`src/rtl/serial_adder_pkg.sv`:
```
// Shared types and constants for the bit-serial adder/subtractor.
package serial_adder_pkg;

  localparam int DEFAULT_WIDTH = 32;

  typedef enum logic [1:0] {
    IDLE = 2'd0,
    RUN  = 2'd1,
    DONE = 2'd2
  } state_t;

endpackage

```
`src/rtl/adder_1bit.sv`:
```
// Single-bit full-adder cell used as the serial adder's bit slice.
module adder_1bit (
  input  logic a,
  input  logic b,
  input  logic cin,
  output logic sum,
  output logic cout
);

  assign sum  = a ^ b ^ cin;
  assign cout = (a & b) | (cin & (a ^ b));

endmodule

```
`src/rtl/serial_adder.sv`:
```
// Bit-serial add/subtract, LSB first, one bit per clock through a single cell.
// Define SERIAL_ADDER_OVF_EN to build the signed-overflow flag; otherwise it is tied to 0.
module serial_adder
  import serial_adder_pkg::*;
#(
  parameter int WIDTH = DEFAULT_WIDTH
) (
  input  logic             clk,
  input  logic             reset,
  input  logic             start,
  input  logic             sub,
  input  logic [WIDTH-1:0] a,
  input  logic [WIDTH-1:0] b,
  output logic             busy,
  output logic             done,
  output logic [WIDTH-1:0] result,
  output logic             cout,
  output logic             overflow
);

  localparam int CNT_W = $clog2(WIDTH + 1);

  state_t           state_p0, state_nxt;
  logic [WIDTH-1:0] a_p0, b_p0, res_p0;
  logic [CNT_W-1:0] cnt_p0;
  logic             carry_p0, cout_p0;
  logic             sum_bit, cell_cout, last_bit, accept;

  adder_1bit u_cell (
    .a    (a_p0[0]),
    .b    (b_p0[0]),
    .cin  (carry_p0),
    .sum  (sum_bit),
    .cout (cell_cout)
  );

  assign last_bit = (state_p0 == RUN) && (cnt_p0 == CNT_W'(WIDTH - 1));

  always_comb begin
    state_nxt = state_p0;
    accept    = 1'b0;
    case (state_p0)
      IDLE: begin
        if (start) begin
          accept    = 1'b1;
          state_nxt = RUN;
        end
      end
      RUN: begin
        if (last_bit) state_nxt = DONE;
      end
      DONE: begin
        // A start seen in DONE chains straight into the next operation.
        if (start) begin
          accept    = 1'b1;
          state_nxt = RUN;
        end else begin
          state_nxt = IDLE;
        end
      end
      default: state_nxt = IDLE;
    endcase
  end

  always_ff @(posedge clk or posedge reset) begin
    if (reset) state_p0 <= IDLE;
    else       state_p0 <= state_nxt;
  end

  // Operand/result shift stage: subtraction is a + ~b + 1, the +1 entering as carry-in.
  always_ff @(posedge clk or posedge reset) begin
    if (reset) begin
      a_p0     <= '0;
      b_p0     <= '0;
      res_p0   <= '0;
      cnt_p0   <= '0;
      carry_p0 <= 1'b0;
      cout_p0  <= 1'b0;
    end else if (accept) begin
      a_p0     <= a;
      b_p0     <= sub ? ~b : b;
      carry_p0 <= sub;
      cnt_p0   <= '0;
    end else if (state_p0 == RUN) begin
      a_p0     <= a_p0 >> 1;
      b_p0     <= b_p0 >> 1;
      res_p0   <= {sum_bit, res_p0[WIDTH-1:1]};
      carry_p0 <= cell_cout;
      cnt_p0   <= cnt_p0 + CNT_W'(1);
      if (last_bit) cout_p0 <= cell_cout;
    end
  end

`ifdef SERIAL_ADDER_OVF_EN
  logic ovf_p0;

  // On the MSB cycle carry_p0 is the carry into the MSB.
  always_ff @(posedge clk or posedge reset) begin
    if (reset)         ovf_p0 <= 1'b0;
    else if (last_bit) ovf_p0 <= carry_p0 ^ cell_cout;
  end

  assign overflow = ovf_p0;
`else
  assign overflow = 1'b0;
`endif

  assign busy   = (state_p0 == RUN);
  assign done   = (state_p0 == DONE);
  assign result = res_p0;
  assign cout   = cout_p0;

endmodule
```
`config.mk`:
```
export PLATFORM = sky130hd
export DESIGN_NAME = serial_adder
export DESIGN_NICKNAME = d
export VERILOG_FILES = /design/src/rtl/serial_adder_pkg.sv /design/src/rtl/adder_1bit.sv /design/src/rtl/serial_adder.sv
export SDC_FILE = /design/constraint.sdc
export NUM_CORES = 1
export LEC_CHECK = 0
export BUFFER_PORTS_ARGS = -buffer_cell sky130_fd_sc_hd__buf_2
export CAP_MARGIN = 20
export CORE_AREA = 2 2 112 114
export CTS_CLUSTER_SIZE = 10
export DETAILED_ROUTE_END_ITERATION = 12
export DIE_AREA = 0 0 114 116
export MAX_ROUTING_LAYER = met4
export SLEW_MARGIN = 25
export SYNTH_ARGS = -nofsm -noshare
export SYNTH_HDL_FRONTEND = slang
export SYNTH_SLANG_ARGS = --single-unit
```
`constraint.sdc`:
```
create_clock -name clk -period 3.5 [get_ports clk]
set_clock_uncertainty 0.15 [all_clocks]
set_input_delay 0.7 -clock clk [delete_from_list [all_inputs] [get_ports clk]]
set_output_delay 0.7 -clock clk [all_outputs]
set_load 0.02 [all_outputs]
```
==> results.yml <==
finish:
  fin_cells: 693
  fin_area_um2: 5540
  syn_to_final_growth_pct: 18.1
  drive_above_1_share: 0.234
  nNetsFinal: 613
  n_antenna_cell: 0
die:
  fp.dieW_um: 114
  start_util: 0.394
  die_y_um: 116
  die_area_um2: 13200
  rows: 40
  io_pins: 104
  core_area_um2: 11900
clocking:
  cts_tree: "yes"
  htree_levels: 3
  cts_resized: 0
  clkTransAtPathRegs_ps: 70
  root_buffer: "clkbuf_16"
  post-cts-setup-buffers: 0
  insertion_delay_ps: 340
  clock_sinks: 106
  cts_buffers: 9
  clockBufferDepth: 2
  postCtsHoldBufs: 0
synthesis:
  yosysTopAreaCell: "dfrtp_1"
  yosys_warnings: 0
  ys_seq_elements: 106
  synthTopCellsByCount: "nand2_1, dfrtp_1, nand3_1"
  seq_area_frac_synth: 0.566
  ys.flop_type: "dfrtp_1"
  synth.most_common_cell: "nand2_1"
  synth_edf_count: 0
  avgSynthCellArea_um2: 10.2
  netlist_area_um2: 4690
  async_flop_share: 1.00
  synth_nets: 532
  synth.distinct_cells: 30
  synthTopCellsByArea: "dfrtp_1, nand2_1, a221o_1"
  synthCells: 462
  synth_top_area_frac: 0.566
detailed_routing:
  drtAntennaViolNets: 0
  drt_wl_total_um: 10200
  avgViaCountPerCell: 5.17
  first_iter_violations: 270
  firstDrtPassIters: 4
  drc_errors: 0
  wl_per_cell_um: 14.7
  dr_total_vias: 3586
setup_path:
  cp.required_ps: 2650
  r2r-start: "state_p0[0]"
  criticalPathCategory: "flop to output pin"
  crit_path_start_kind: "flop"
  end_kind: "output pin"
  worstSetupStartpoint: "state_p0[0]"
  crit_arrival_ps: 1630
  critical_path_peak_fanout: 29
timing:
  setup_violations: 0
  slew_headroom: 0.401
  min_period_ps: 2480
  tightest_slew_ps: 899
  finalHoldViolations: 0
  grt_setup_unrepaired: "no"
  fmax_mhz: 403
  final.setup.tns_ps: 0
  drv_slew: 0
  fin_crit_sh: 0.709
pwr:
  internal_power_mw: 3.12
  power_frac_seq: 0.421
  p_total_mw: 5.10
  powerDensity_nw_per_um2: 921
  power.share.clock: 0.193
  p_switching_mw: 1.98
  netSwitchingFraction: 0.389
  comb_power_share: 0.386
  peakVddDrop_uv: 501
  p_leak_nw: 2.76
global_routing:
  grt_overflow: 0
  first_global_vias: 3423
  antenna_found_initial: 0
  grt_pass1_wl_um: 17200
  grt_max_degree: 71
  track_usage: 0.169
flow_run:
  maxCapViolations: 0
min_path:
  hp-start: "result[0]"
  hp-class: "flop to flop"
place:
  dpl_cell_area_um2: 5250
  dp_cells: 679
  place_congestion: 0.757
  dp_hpwl_um: 6570
  port_buffers: 102
outcome:
  status: "finished, final reports clean"
[routing by layer]
layer	routed length [µm]	vias up	part of all wire	global-route usage
li1	-	1734	-	-
met1	4690	1745	0.46	0.225
met2	4910	98	0.48	0.258
met3	501	9	0.049	0.0439
met4	106	0	0.010	0.0455
met5	0	-	0	-
[power by group through the flow]
stage               combinational, mW  sequential, mW  clock [mW]
floorplan                        1.39            2.27           0
global placement                 1.94            2.15           0
detailed placement               2.01            2.16           0
CTS                              2.00            2.15        1.02
global route                     2.22            2.22        1.06
finish                           1.97            2.14       0.984
[state kept, by name (all words and copies together), names as in the netlist]
register / cells
carry_p0: 1
state_p0: 2
cnt_p0: 6
result: 32
a_p0: 32
cout: 1
b_p0: 32
[layout make-up]
type	instances	area (µm²)
multi-input combinational	316	1840
fill	1146	6370
inverter	2	12.5
clock inverter	4	53.8
timing repair buffer	108	568
sequential	106	2650
tap	147	184
clock buffer	10	229
[placed cells by master, fill, tap and decap left out]
| master | n |
|---|---|
| nor2_1 | 32 |
| nor3_1 | 1 |
| buf_2 | 102 |
| a221o_1 | 31 |
| clkbuf_1 | 1 |
| o311ai_0 | 1 |
| xnor2_1 | 33 |
| bufinv_16 | 1 |
| mux2i_1 | 1 |
| nand2b_4 | 1 |
| nand2b_2 | 1 |
| a22oi_1 | 32 |
| mux2_2 | 1 |
| buf_12 | 1 |
| nand3_1 | 34 |
| o211ai_1 | 1 |
| clkinv_2 | 1 |
| fa_1 | 1 |
| o21ai_0 | 1 |
| nor2b_1 | 2 |
| conb_1 | 1 |
| buf_4 | 5 |
| clkbuf_16 | 9 |
| o31ai_1 | 1 |
| nor2_4 | 1 |
| o41ai_1 | 1 |
| nand4_1 | 1 |
| clkinvlp_4 | 3 |
| a22o_1 | 5 |
| inv_6 | 1 |
| ha_1 | 1 |
| dfrtp_1 | 106 |
| xor2_1 | 1 |
| nand2_1 | 130 |
| nor2b_4 | 1 |
[worst paths after layout]
check	end	slack (ps)	depth (start not counted)
max	busy	1020	3
min	result[0]	340	2
max reg2reg	b_p0[18]	1260	4
min reg2reg	result[0]	340	2
max in group asynchronous	result[11]	2030	3
min in group asynchronous	result[0]	350	2
[critical path: stages, from the launching register on]
cell and delay [ps]:
dfrtp_1 460, nand2b_2 120, clkinv_2 370, buf_2 330
[through the flow]
step | setup slack [ps] | utilization | hold WS [ps]
floorplan | 1380 | - | 311
global placement | 1190 | 0.441 | 306
detailed placement | 1170 | 0.441 | 328
CTS | 989 | 0.464 | 344
global route | 896 | 0.465 | 367
finish | 1020 | 0.465 | 338
[logic make-up (layout without fill, tap and decap cells)]
| group | count (synthesis) | count (layout) | share of synthesized area |
|---|---|---|---|
| and+or+nand+nor | 204 | 204 | 0.177 |
| DFF | 106 | 106 | 0.566 |
| AOI/OAI and AO/OA | 73 | 73 | 0.135 |
| buffers and inverters | 40 | 124 | 0.0464 |
| xor gates and xnor gates | 34 | 34 | 0.0635 |
| adders and majority gates | 2 | 2 | 0.00694 |
| muxes | 2 | 2 | 0.00454 |
| other | 1 | 1 | 0.000800 |
Note: power is estimated with default switching activity, not from simulation.
